===== src/rtl/cim_tree_sequencer_if.sv =====
// cim_tree_sequencer_if
// Groups the job-control, producer, tree and consumer signals of the CIM
// adder-tree sequencer.
//   slave  : the sequencer itself (drives in_ready, tree_data, out_*, busy)
//   master : the surrounding environment (array readout, tree, core)
// Signals:
//   start / num_passes / shift_mode : job request, latched in IDLE
//   in_valid / in_ready / in_data   : producer beat handshake
//   tree_data / tree_sum            : tree input drive and tree result
//   out_valid / out_ready / out_acc : job result handshake
//   busy                            : sequencer not idle
interface cim_tree_sequencer_if #(
  parameter int NUM_LANES = 36,
  parameter int LANE_W    = 5,
  parameter int SUM_W     = 10,
  parameter int ACC_W     = 16
);
  logic                           start;
  logic [3:0]                     num_passes;
  logic                           shift_mode;
  logic                           in_valid;
  logic                           in_ready;
  logic [NUM_LANES*LANE_W-1:0]    in_data;
  logic [NUM_LANES*LANE_W-1:0]    tree_data;
  logic signed [SUM_W-1:0]        tree_sum;
  logic                           out_valid;
  logic                           out_ready;
  logic signed [ACC_W-1:0]        out_acc;
  logic                           busy;

  modport slave (
    input  start, num_passes, shift_mode, in_valid, in_data, tree_sum, out_ready,
    output in_ready, tree_data, out_valid, out_acc, busy
  );

  modport master (
    output start, num_passes, shift_mode, in_valid, in_data, tree_sum, out_ready,
    input  in_ready, tree_data, out_valid, out_acc, busy
  );
endinterface


===== src/rtl/cim_tree_sequencer.sv =====
// cim_tree_sequencer
// Streams 1-16 beats of 36 signed 5-bit lanes into the CIM adder tree,
// tracks each beat through the tree latency with a tag pipe and folds the
// returned sums into a signed accumulator (plain or bit-serial MSB-first).
// Ports:
//   clk  : clock
//   RSTN : synchronous active-low reset (shared with the tree)
//   bus  : cim_tree_sequencer_if.slave, job/producer/tree/consumer signals
//
// state | meaning
// ------+--------------------------------------------------------------
// IDLE  | waiting for start; in_ready=0
// FEED  | accepting beats until num_passes+1 have been issued
// DRAIN | all beats issued, waiting for outstanding tags to retire
// DONE  | out_valid=1 with stable out_acc until out_ready
module cim_tree_sequencer #(
  parameter int NUM_LANES = 36,
  parameter int LANE_W    = 5,
  parameter int SUM_W     = 10,
  parameter int TREE_LAT  = 4,
  parameter int ACC_W     = 16
) (
  input  logic                  clk,
  input  logic                  RSTN,
  cim_tree_sequencer_if.slave   bus
);

  localparam int DATA_W = NUM_LANES * LANE_W;

  typedef enum logic [1:0] {
    IDLE  = 2'd0,
    FEED  = 2'd1,
    DRAIN = 2'd2,
    DONE  = 2'd3
  } state_t;

  state_t                  state_q;
  logic [4:0]              issued_q;
  logic [4:0]              retired_q;
  logic [3:0]              npass_q;
  logic                    mode_q;
  logic [TREE_LAT:0]       tag_q;
  logic [DATA_W-1:0]       tree_data_q;
  logic signed [ACC_W-1:0] acc_q;
  logic signed [ACC_W-1:0] out_acc_q;

  logic                    in_ready;
  logic                    accept;
  logic                    retire;
  logic                    last_beat;
  logic                    last_retire;
  logic signed [ACC_W-1:0] sum_ext;
  logic signed [ACC_W-1:0] acc_d;

  // in_ready depends on registered state only; the counter runs to 16 so it
  // needs one bit more than num_passes.
  assign in_ready    = (state_q == FEED) && (issued_q <= {1'b0, npass_q});
  assign accept      = bus.in_valid && in_ready;
  assign last_beat   = accept && (issued_q == {1'b0, npass_q});
  // The tag leaving the pipe marks the edge at which tree_sum belongs to it.
  assign retire      = tag_q[TREE_LAT];
  assign last_retire = retire && (retired_q == {1'b0, npass_q});
  assign sum_ext     = {{(ACC_W-SUM_W){bus.tree_sum[SUM_W-1]}}, bus.tree_sum};

  always_comb begin
    acc_d = acc_q;
    if (retire) begin
      if (mode_q) begin
        // Bit-serial MSB-first: first plane is the sign plane (negative weight).
        if (retired_q == 5'd0) acc_d = -sum_ext;
        else                   acc_d = (acc_q <<< 1) + sum_ext;
      end else begin
        if (retired_q == 5'd0) acc_d = sum_ext;
        else                   acc_d = acc_q + sum_ext;
      end
    end
  end

  always_ff @(posedge clk) begin
    if (!RSTN) begin
      state_q     <= IDLE;
      issued_q    <= '0;
      retired_q   <= '0;
      npass_q     <= '0;
      mode_q      <= 1'b0;
      tag_q       <= '0;
      tree_data_q <= '0;
      acc_q       <= '0;
      out_acc_q   <= '0;
    end else begin
      tag_q <= {tag_q[TREE_LAT-1:0], accept};
      acc_q <= acc_d;
      if (retire) retired_q <= retired_q + 5'd1;
      if (accept) begin
        tree_data_q <= bus.in_data;
        issued_q    <= issued_q + 5'd1;
      end

      case (state_q)
        IDLE: begin
          if (bus.start) begin
            state_q   <= FEED;
            npass_q   <= bus.num_passes;
            mode_q    <= bus.shift_mode;
            issued_q  <= '0;
            retired_q <= '0;
          end
        end
        FEED: begin
          if (last_beat) state_q <= DRAIN;
        end
        DRAIN: begin
          if (last_retire) begin
            state_q   <= DONE;
            out_acc_q <= acc_d;
          end
        end
        DONE: begin
          if (bus.out_ready) state_q <= IDLE;
        end
        default: state_q <= IDLE;
      endcase
    end
  end

  assign bus.in_ready  = in_ready;
  assign bus.tree_data = tree_data_q;
  assign bus.out_valid = (state_q == DONE);
  assign bus.out_acc   = out_acc_q;
  assign bus.busy      = (state_q != IDLE);

endmodule


===== src/flat_wrapper.sv =====
// flat-port wrapper written by rule: the top's interface ports become plain ports
module cim_tree_sequencer_flat 
#(
  parameter int NUM_LANES = 36,
  parameter int LANE_W    = 5,
  parameter int SUM_W     = 10,
  parameter int TREE_LAT  = 4,
  parameter int ACC_W     = 16
)
  (clk, RSTN, bus_start, bus_num_passes, bus_shift_mode, bus_in_valid, bus_in_data, bus_tree_sum, bus_out_ready, bus_in_ready, bus_tree_data, bus_out_valid, bus_out_acc, bus_busy);
  cim_tree_sequencer_if #(.NUM_LANES(NUM_LANES), .LANE_W(LANE_W), .SUM_W(SUM_W), .ACC_W(ACC_W)) bus_i ();
  input  logic clk;
  input  logic RSTN;
  input wire logic [$bits(bus_i.start)-1:0] bus_start;
  input wire logic [$bits(bus_i.num_passes)-1:0] bus_num_passes;
  input wire logic [$bits(bus_i.shift_mode)-1:0] bus_shift_mode;
  input wire logic [$bits(bus_i.in_valid)-1:0] bus_in_valid;
  input wire logic [$bits(bus_i.in_data)-1:0] bus_in_data;
  input wire logic [$bits(bus_i.tree_sum)-1:0] bus_tree_sum;
  input wire logic [$bits(bus_i.out_ready)-1:0] bus_out_ready;
  output wire logic [$bits(bus_i.in_ready)-1:0] bus_in_ready;
  output wire logic [$bits(bus_i.tree_data)-1:0] bus_tree_data;
  output wire logic [$bits(bus_i.out_valid)-1:0] bus_out_valid;
  output wire logic [$bits(bus_i.out_acc)-1:0] bus_out_acc;
  output wire logic [$bits(bus_i.busy)-1:0] bus_busy;
  assign bus_i.start = bus_start;
  assign bus_i.num_passes = bus_num_passes;
  assign bus_i.shift_mode = bus_shift_mode;
  assign bus_i.in_valid = bus_in_valid;
  assign bus_i.in_data = bus_in_data;
  assign bus_i.tree_sum = bus_tree_sum;
  assign bus_i.out_ready = bus_out_ready;
  assign bus_in_ready = bus_i.in_ready;
  assign bus_tree_data = bus_i.tree_data;
  assign bus_out_valid = bus_i.out_valid;
  assign bus_out_acc = bus_i.out_acc;
  assign bus_busy = bus_i.busy;
  cim_tree_sequencer #(.NUM_LANES(NUM_LANES), .LANE_W(LANE_W), .SUM_W(SUM_W), .TREE_LAT(TREE_LAT), .ACC_W(ACC_W)) u_core (.clk(clk), .RSTN(RSTN), .bus(bus_i));
endmodule

===== config.mk =====
export PLATFORM = sky130hd
export DESIGN_NAME = cim_tree_sequencer_flat
export DESIGN_NICKNAME = d
export VERILOG_FILES = /design/src/rtl/cim_tree_sequencer_if.sv /design/src/rtl/cim_tree_sequencer.sv /design/src/flat_wrapper.sv
export SDC_FILE = /design/constraint.sdc
export NUM_CORES = 1
export LEC_CHECK = 0
export BUFFER_PORTS_ARGS = -buffer_cell sky130_fd_sc_hd__buf_2
export CAP_MARGIN = 20
export CORE_MARGIN = 4
export CORE_UTILIZATION = 45
export DETAILED_ROUTE_END_ITERATION = 8
export GPL_TIMING_DRIVEN = 0
export MAX_ROUTING_LAYER = met4
export PLACE_DENSITY = 0.86
export SETUP_SLACK_MARGIN = 0.3
export SLEW_MARGIN = 10
export SYNTH_ARGS = -nofsm -noshare
export SYNTH_HDL_FRONTEND = slang
export SYNTH_SLANG_ARGS = --single-unit

===== constraint.sdc =====
create_clock -name clk -period 2.6 [get_ports clk]
set_input_delay 0.13 -clock clk [delete_from_list [all_inputs] [get_ports clk]]
set_output_delay 0.13 -clock clk [all_outputs]
set_load 0.01 [all_outputs]

# Word-level counts from Yosys, hierarchy flattened

Index checks and enable logic that the tools add are counted.

Bits in registers: 234
Bits of input ports: 200
Output and inout bits: 199
Word-level logic and storage cells: 49

$add $sub $neg: 5
Order comparisons: 1
Equality and inequality tests: 9
Multiplexer cells: 15
Reductions and logical operators: 10

Operators by type and width:

| operator            | number |
|---|---|
| $mux 16             | 4 |
| $add 16x10->16      | 2 |
| $mux 5              | 6 |
| $neg 10->16         | 1 |
| $add 5x1->5 const B | 2 |
| $eq 5x4->1          | 2 |
| $mux 2              | 4 |
| $pmux 2 s4          | 1 |
| $le 5x4->1          | 1 |
| $logic_not 5->1     | 1 |
| $eq 2x2->1 const B  | 2 |
| $logic_and 1x1->1   | 4 |
| $ne 2x1->1 const B  | 2 |
| $ne 2x2->1 const B  | 2 |
| $reduce_and 2->1    | 2 |
| $reduce_and 4->1    | 1 |
| $eq 2x1->1 const B  | 1 |
| $logic_not 2->1     | 1 |
| $reduce_bool 2->1   | 1 |

# Longest topological paths before layout

Gate-level depths: netlist (run 1).

Depth in word-level cells: 6
Depth in mapped cells: 12
Mapped depth without buffers: 10

# Worst setup path after synthesis (run 1)

Ideal clock, no wire load.

Kind: reg2reg
Start: reg u_core.acc_q[0]
End: reg u_core.acc_q[15]
Setup time: 0.135 ns
Arrival time: 2.199 ns
Data required time: 2.465 ns
Setup slack: 0.266 ns
Stages on the path, launching flop included: 11
Clock period less this slack: 2.334 ns
Path through: dfxtp_1 -> ha_1 -> inv_1 -> fa_1 -> nor2b_1 -> o2111ai_1 -> a31o_2 -> a211oi_1 -> mux2_2 -> nand4b_1 -> o22ai_1

Longest elaborated chain between the ends: 4
Elaborated cells between the ends (all ways): 6
Those cells by class: 2 x add/sub; 4 x mux

RTL lines:

| what                                     | RTL line                                           | text |
|---|---|---|
| from (decl)                              | cim_tree_sequencer.sv:44                           | `logic signed [ACC_W-1:0] acc_q;` |
| from (signal assigned)                   | cim_tree_sequencer.sv:88                           | `acc_q <= '0;` |
| from (signal assigned)                   | cim_tree_sequencer.sv:92                           | `acc_q <= acc_d;` |
| $add 16x10->16, on equally long branches | cim_tree_sequencer.sv:74, cim_tree_sequencer.sv:71 |  |
| $mux 16, on equally long branches        | cim_tree_sequencer.sv:73, cim_tree_sequencer.sv:70 |  |
| $mux 16 *                                | cim_tree_sequencer.sv:68                           | `if (mode_q) begin` |
| $mux 16 *                                | cim_tree_sequencer.sv:67                           | `if (retire) begin` |

Every way passes the cells marked *; elsewhere a longest branch is shown, timed or not.
A chain may end at the register's enable or synchronous reset.

# Worst setup path after layout (run 1)

Start: reg u_core.npass_q[1]
End: reg u_core.tree_data_q[59] (netlist: u_core.bus.tree_data[59])

Longest elaborated chain between the ends: 3

RTL lines:

| what                   | RTL line                  | text |
|---|---|---|
| from (decl)            | cim_tree_sequencer.sv:40  | `logic [3:0] npass_q;` |
| from (signal assigned) | cim_tree_sequencer.sv:103 | `npass_q <= bus.num_passes;` |
| $le 5x4->1             | cim_tree_sequencer.sv:57  | `assign in_ready = (state_q == FEED) && (issued_q <= {1'b0, npass_q});` |
| $logic_and 1x1->1      | cim_tree_sequencer.sv:57  |  |
| $logic_and 1x1->1      | cim_tree_sequencer.sv:58  | `assign accept = bus.in_valid && in_ready;` |
| to (signal assigned)   | cim_tree_sequencer.sv:95  | `tree_data_q <= bus.in_data;` |
| to (decl)              | cim_tree_sequencer.sv:43  | `logic [DATA_W-1:0] tree_data_q;` |

Every way passes these cells.

==> summary.md, run 1 <==
| Metric | Value |
|---|---|
| Post-layout total power | 13.1 mW |
| Die Width | 161 microns |
| GP Congestion | 0.940 |
| Post-route antenna net violation count | 0 |
| WL/cell | 25.9 microns |
| TritonCTS Sinks | 234 |
| Pre-CTS setup slack | -0.323 ns |
| Xor and xnor area share after synthesis | 2.56% |
| Vias per cell | 6.06 |
| Clock root buffer | clkbuf_16 |
| CP Class | reg -> reg |
| IO Count | 399 |
| Initial DRT Pass Iterations | 9 |
| Initial antenna violation count | 10 |
| Post-synthesis compound-gate area fraction | 22.7% |
| WL final | 59.1 mm |
| Largest family of logic cells by synthesized area | compound AO/OA/AOI/OAI gates |
| Starting Density | 46.2% |
| Uppermost layer routed | met4 |
| Failing checks | DRC |
| # Max-Cap Violations | 0 |
| Gr usage total | 36.7% |
| Setup TNS | 0 ns |
| Clock skew | 0.0293 ns |
| WHS | 0.143 ns |
| CP Cell Sequence | inv_2, ha_4, nor2b_1, o21a_1, o21a_1, o21ai_2, nand3_1, buf_4, clkbuf_2, nand2_1, a21boi_2 |
| Worst path required time | 3.02 ns |
| Max frequency | 0.403 GHz |
| Hold Fails Final Rpt | 0 |
| Hpwl dp | 29.5 mm |
| CP Capture Type | register |
| Clk buf depth | 3 |
| Adder-cell share of the synthesized area | 4.75% |
| Max FO, Critical Path | 10 |
| Net Count, Synth | 1526 |
| TritonCTS Buffers | 26 |
| Min-Delay Path Class | in -> reg |
| Met3 WL | 7.10 mm |
| Slew @ Worst Pin | 0.820 ns |
| Primary FF master, synth | dfxtp_1 |
| Buffers and inverters on the worst path | 3 |
| Synth-to-Final Area Change | 70.8% |
| Critical Path AT | 2.90 ns |
| Met2 WL post-DR | 26.6 mm |
| Async SR Flop Fraction | 0% |
| Post-route setup slack | 0.121 ns |
| Placement Rows | 55 |
| Depth of the CTS H-tree | 1 |
| Maximum VDD drop | 704 uV |
| Origin of the worst setup path | u_core.npass_q[1] |
| Final worst path period need | 2.48 ns |
| Synth Area in Simple Gates | 20.7% |
| Fin. max-slew vios | 0 |
| Synth Area per Inst | 8.23 sq um |
| Yosys cell types | 61 |
| Clock Latency Late Sink | 0.56 ns |
| Via Count | 13800 |
| R2R Path Start | u_core.npass_q[1] |
| Largest net degree at the start of global routing | 15 |
| Final #Nets | 2180 |
| Core ar. | 0.0229 sq mm |
| Port Buffers | 397 |
| Period Utilization, post-route | 95.3% |
| Die area | 0.0260 sq mm |
| Vias in the first global route | 13500 |
| Synth Register Bits | 234 |
| Post-synth EDFFs | 0 |
| Crit-path most repeated cell | o21a_1 |
| Multiplexer share of the synthesized area | 0.898% |
| Synthesized area | 0.0106 sq mm |
| CP peak stage delay | 0.35 ns |
| CTS tree | yes |
| P per Cell Area | 722 mW/mm^2 |
| Slew headroom | 45.3% |
| Leak pwr | 8.17 nW |
| Clk pin slew, worst setup/hold paths | 0.07 ns |
| Sequential fraction of the synthesis area | 44.2% |
| CP top delay family | compound AO/OA/AOI/OAI gates |
| Startpoint Class | register |
| Layout cells sized above 1 | 38.7% |
| Die height | 161 microns |
| Unrepaired setup endpoints after global routing | true |
| Hold Startpoint | RSTN |
| DR DRC count | 59 |
| Ys Warns | 0 |
| Cells after synthesis | 1287 |
| DRT iter0 DRCs | 1565 |
| Critical-path top delay cell | dfxtp_2 |
| First-pass GRT wire length | 74.0 mm |
| Final core utilization | 78.9% |
| Status | finished, violations left |
| Final Setup Violations | 0 |
| Met1 wire length | 19.2 mm |
| GRT overflow | 0 |
==> logic make-up (layout without fill, tap and decap cells) <==
| logic type | count (synthesis) | in the layout |
|---|---|---|
| buffers and inverters | 106 | 780 |
| other | 0 | 10 |
| AO/OA/AOI/OAI | 339 | 339 |
| flip-flops | 234 | 234 |
| multiplexers | 8 | 8 |
| XOR/XNOR | 31 | 31 |
| AND/OR/NAND/NOR | 530 | 530 |
| adder cells (fa/ha/maj) | 39 | 39 |
==> worst paths after layout <==
path	end	slack, ns	cells past startpoint
setup / recovery	u_core.bus.tree_data[59]	0.12	11
setup reg to reg	u_core.bus.tree_data[59]	0.12	11
hold reg to reg	u_core.tag_q[2]	0.44	1
hold / removal	u_core.bus.out_acc[14]	0.14	3
==> what timing repair did <==
action | CTS | global route
buffers inserted | 12 | 12
setup endpoints to repair | 209 | 208
gates cloned | 6 | 8
resized for setup | 132 | 435
hold buffers | 191 | 0
pin swaps | 16 | 160
endpoints found under the hold margin | 186 | 0
==> report_power, final <==
part           leakage (nW)  switching, mW  internal, mW
sequential             1.90          0.326          3.99
clock                 0.499           1.67          2.69
combinational          5.77           2.53          1.85
total                  8.17           4.53          8.53
==> final cells by class <==
class	count	area (sq um)
Fill cell	1284	4840
Multi-Input combinational cell	947	6680
Antenna cell	10	25.0
Timing Repair Buffer	626	4540
Sequential cell	234	4700
Clock buffer	32	723
Buffer	84	649
Clock inverter	16	285
Inverter	22	82.6
Tap cell	313	392
==> metal layers <==
metal / track usage, % / vias to the layer above
li1: - / 5695
met1: 39.1 / 6398
met2: 61.1 / 1237
met3: 7.35 / 512
met4: 25.9 / 0
met5: - / -
==> cells in the final DEF, fill, tap and decap left out, types with 11 or more instances in the layout <==
| cell | count |
|---|---|
| a21boi_0 | 47 |
| nand2_4 | 71 |
| nand2_1 | 333 |
| xnor2_1 | 14 |
| ha_1 | 25 |
| buf_4 | 16 |
| inv_1 | 19 |
| a21boi_1 | 73 |
| nand4_1 | 11 |
| nor3_1 | 12 |
| clkbuf_1 | 33 |
| buf_2 | 401 |
| clkbuf_16 | 34 |
| clkbuf_2 | 16 |
| dfxtp_1 | 224 |
| dlygate4sd3_1 | 191 |
| nor2_1 | 29 |
| a21oi_1 | 28 |
| o21ai_0 | 25 |
| nand3_1 | 20 |
| a21boi_2 | 74 |
| buf_12 | 15 |
| xor2_1 | 17 |
==> worst register-to-register path, cell delays in order (launching register included) <==
cell      delay, ns
dfxtp_2        0.35
inv_2          0.05
ha_4           0.20
nor2b_1        0.12
o21a_1         0.16
o21a_1         0.17
o21ai_2        0.18
nand3_1        0.16
buf_4          0.23
clkbuf_2       0.23
nand2_1        0.36
a21boi_2       0.16
==> cells in the mapped netlist (14+ instances only) <==
master,instances,area share (%)
nand3_1,22,1.0
nor3_1,14,0.66
nand2_1,413,15
xnor2_1,14,1.2
a21boi_1,29,2.1
a21boi_0,165,12
o21ai_0,29,1.4
a21oi_1,36,1.7
inv_1,21,0.74
xor2_1,17,1.4
clkbuf_1,59,2.1
dfxtp_1,234,44
nor2_1,29,1.0
ha_1,37,4.4
buf_2,23,1.1
==> flip-flops by register name, summed over array words and instances (netlist names) <==
| register | flops |
|---|---|
| u_core.retired_q | 5 |
| u_core.bus.out_acc | 16 |
| u_core.acc_q | 16 |
| u_core.bus.tree_data | 180 |
| u_core.npass_q | 4 |
| u_core.tag_q | 5 |
| u_core.state_q | 2 |
| u_core.issued_q | 5 |
| u_core.mode_q | 1 |
==> stage by stage <==
stage          cells  area [sq um]
2_1_floorplan   1287         10600
3_3_place_gp    1997         13000
3_5_place_dp    1997         13000
4_1_cts         2254         16500
5_1_grt         2284         18100
6_report        2284         18100
Note: power is estimated with default switching activity, not from simulation.
==> run 2, diff against run 1 <==
REMOVE_ABC_BUFFERS = 1   (was not set)
==> run 2 against run 1 <==
  * Hold slack lost 0.054 ns
  * First-iteration DRC count shrank 2.4%
  * Cell area shrank 5.0%
  * Final cell count shrank 3.2%
  * The flow now finishes without violations
  * Combinational power shrank 5.3%
  * Critical path type unchanged
  * Register-to-register slack gained 0.02 ns
  * Clock skew shrank 0.0095 ns
==> summary.md, run 2 (synthesis results as in run 1) <==
| Metric | Value |
|---|---|
| Status | complete, no violations |
| CP Capture Type | register |
| Slew headroom | 62.0% |
| Commonest non-fill, non-tap cell in the layout | buf_2 |
| GP Congestion | 0.936 |
| DRT iter0 DRCs | 1527 |
| Die height | 161 microns |
| Core ar. | 0.0229 sq mm |
| Storage cell area | 0.00471 sq mm |
| Post-route setup slack | 0.137 ns |
| Final #Nets | 2118 |
| First-pass GRT wire length | 73.4 mm |
| Clk pin slew, worst setup/hold paths | 0.07 ns |
| DR DRC count | 0 |
| Hold Startpoint | bus_in_valid |
| Clock Latency Late Sink | 0.54 ns |
| Met1 wire length | 17.9 mm |
| Min-Delay Path Class | in -> reg |
| Initial DRT Pass Iterations | 8 |
| Fillers | 1346 |
| Unrepaired setup endpoints after global routing | true |
| Startpoint Class | register |
| Max FO, Critical Path | 10 |
| Gr usage total | 36.3% |
| GRT overflow | 0 |
| WL final | 55.5 mm |
| Critical R2R Capture | u_core.bus.tree_data[86] |
| # Max-Cap Violations | 0 |
| Hold Fails Final Rpt | 0 |
| Met2 WL post-DR | 24.8 mm |
| Clock root buffer | clkbuf_16 |
| Commonest non-fill, non-tap cells in the layout | buf_2, nand2_1, dfxtp_1 |
| Via Count | 13500 |
| Pre-CTS setup slack | -1.03 ns |
| Vias in the first global route | 13000 |
| CTS tree | yes |
| Switching Fraction | 34.7% |
| Final worst path period need | 2.46 ns |
| Area of the multi-input gates | 0.00621 sq mm |
| Gate power share | 33.7% |
| Depth of the CTS H-tree | 1 |
| Reg power frac | 34.9% |
| Slew @ Worst Pin | 0.562 ns |
| Leak pwr | 7.45 nW |
| Placement Rows | 55 |
| CP Class | reg -> reg |
| Finished Layout Cells | 2211 |
| WHS | 0.0885 ns |
| Uppermost layer routed | met4 |
| Post-route antenna net violation count | 0 |
| Flop-to-flop setup slack | 0.14 ns |
| Post-DP Area | 0.0128 sq mm |
| Die area | 0.0260 sq mm |
| Vias per cell | 6.09 |
| P per Cell Area | 717 mW/mm^2 |
| IO Count | 399 |
| Post-layout total power | 12.3 mW |
| Initial antenna violation count | 2 |
| Largest net degree at the start of global routing | 140 |
| Clock skew | 0.0197 ns |
| TritonCTS Sinks | 234 |
| Max frequency | 0.406 GHz |
| Cell internal pwr | 8.04 mW |
| Die Width | 161 microns |
| Hold EP | u_core.issued_q[2] |
| Maximum VDD drop | 543 uV |
| Critical Path AT | 2.90 ns |
| Setup TNS | 0 ns |
| Period Utilization, post-route | 94.7% |
| Hpwl dp | 24.8 mm |
| Hold Crit Depth | 4 |
| FF-to-FF path depth | 12 |
| Synth-to-Final Area Change | 62.2% |
| Inst Count DP | 1921 |
| Final Setup Violations | 0 |
| Switching pwr | 4.27 mW |
| Clk buf depth | 3 |
| Layout cells sized above 1 | 34.1% |
| Final Instance Area | 0.0172 sq mm |
| Final core utilization | 75.0% |
| WL/cell | 25.1 microns |
| Fin. max-slew vios | 0 |
| Starting Density | 46.2% |
| Clock share of power | 31.4% |
| Met3 WL | 7.13 mm |
| TritonCTS Buffers | 26 |
| Worst path required time | 3.03 ns |
| R2R Path Start | u_core.npass_q[1] |
| Largest register FFs | 180 |
| Port Buffers | 398 |
[run 2: cell types whose count changed in the layout (fill, tap and decap cells not counted), sizes merged, moves of 2 or more]
cell,before,now
buf,456,448
and3,4,6
clkbuf,95,45
clkinv,9,4
bufinv,7,3
diode,10,2
[run 2: metal layers]
metal | up-vias | GRT usage [%]
met1 | 6137 | 39.9
met2 | 1322 | 57.8
met5 | - | -
met4 | 0 | 24.8
li1 | 5545 | -
met3 | 461 | 9.13
[run 2: final cells by class]
class                   count  share of cell area, %
diodes                      2                 0.0291
repair buffers            646                   28.6
well taps                 313                   2.28
flip-flops and latches    234                   27.4
clock buffers              38                   4.34
clock inverters             7                  0.728
multi-input cells         949                   36.1
inverters                  22                  0.510
[run 2: worst max path at each step]
stage / start / to / slack [ns]
after global placement: u_core.npass_q[1] / u_core.issued_q[3] / -5.85
final: u_core.npass_q[1] / u_core.bus.tree_data[86] / 0.14
after floorplan: u_core.npass_q[1] / u_core.issued_q[3] / -3.22
after detailed placement: u_core.tag_q[4] / u_core.bus.out_acc[13] / -1.03
after CTS: u_core.acc_q[0] / u_core.acc_q[15] / 0.20
after global routing: u_core.npass_q[1] / u_core.bus.tree_data[7] / 0.10
[run 2: power groups by stage]
stage          sequential [mW]  combinational, mW  clock (mW)
6_report                  4.29               4.15        3.87
5_1_grt                   4.31               4.28        4.02
4_1_cts                   4.20               3.21        3.82
3_5_place_dp              4.28               2.39           0
3_3_place_gp              4.24               2.31           0
2_1_floorplan             4.45               1.14           0
[run 2: worst max-delay path: stages, from the launching register on]
cell      delay [ns]
dfxtp_2         0.35
inv_2           0.06
ha_4            0.21
nor2b_4         0.12
o21a_1          0.17
o21a_1          0.20
o21ai_4         0.19
and3_4          0.28
buf_16          0.16
buf_12          0.13
buf_16          0.15
nand2_1         0.08
a21boi_1        0.24
[run 2: what timing repair did]
item | 4_1_cts | 5_1_grt
pin swaps | 11 | 53
gates resized for setup | 56 | 229
hold buffers | 190 | 0
hold endpoints to repair | 185 | 0
cloned | 11 | 11
setup endpoints to repair | 219 | 208
setup buffers | 18 | 13
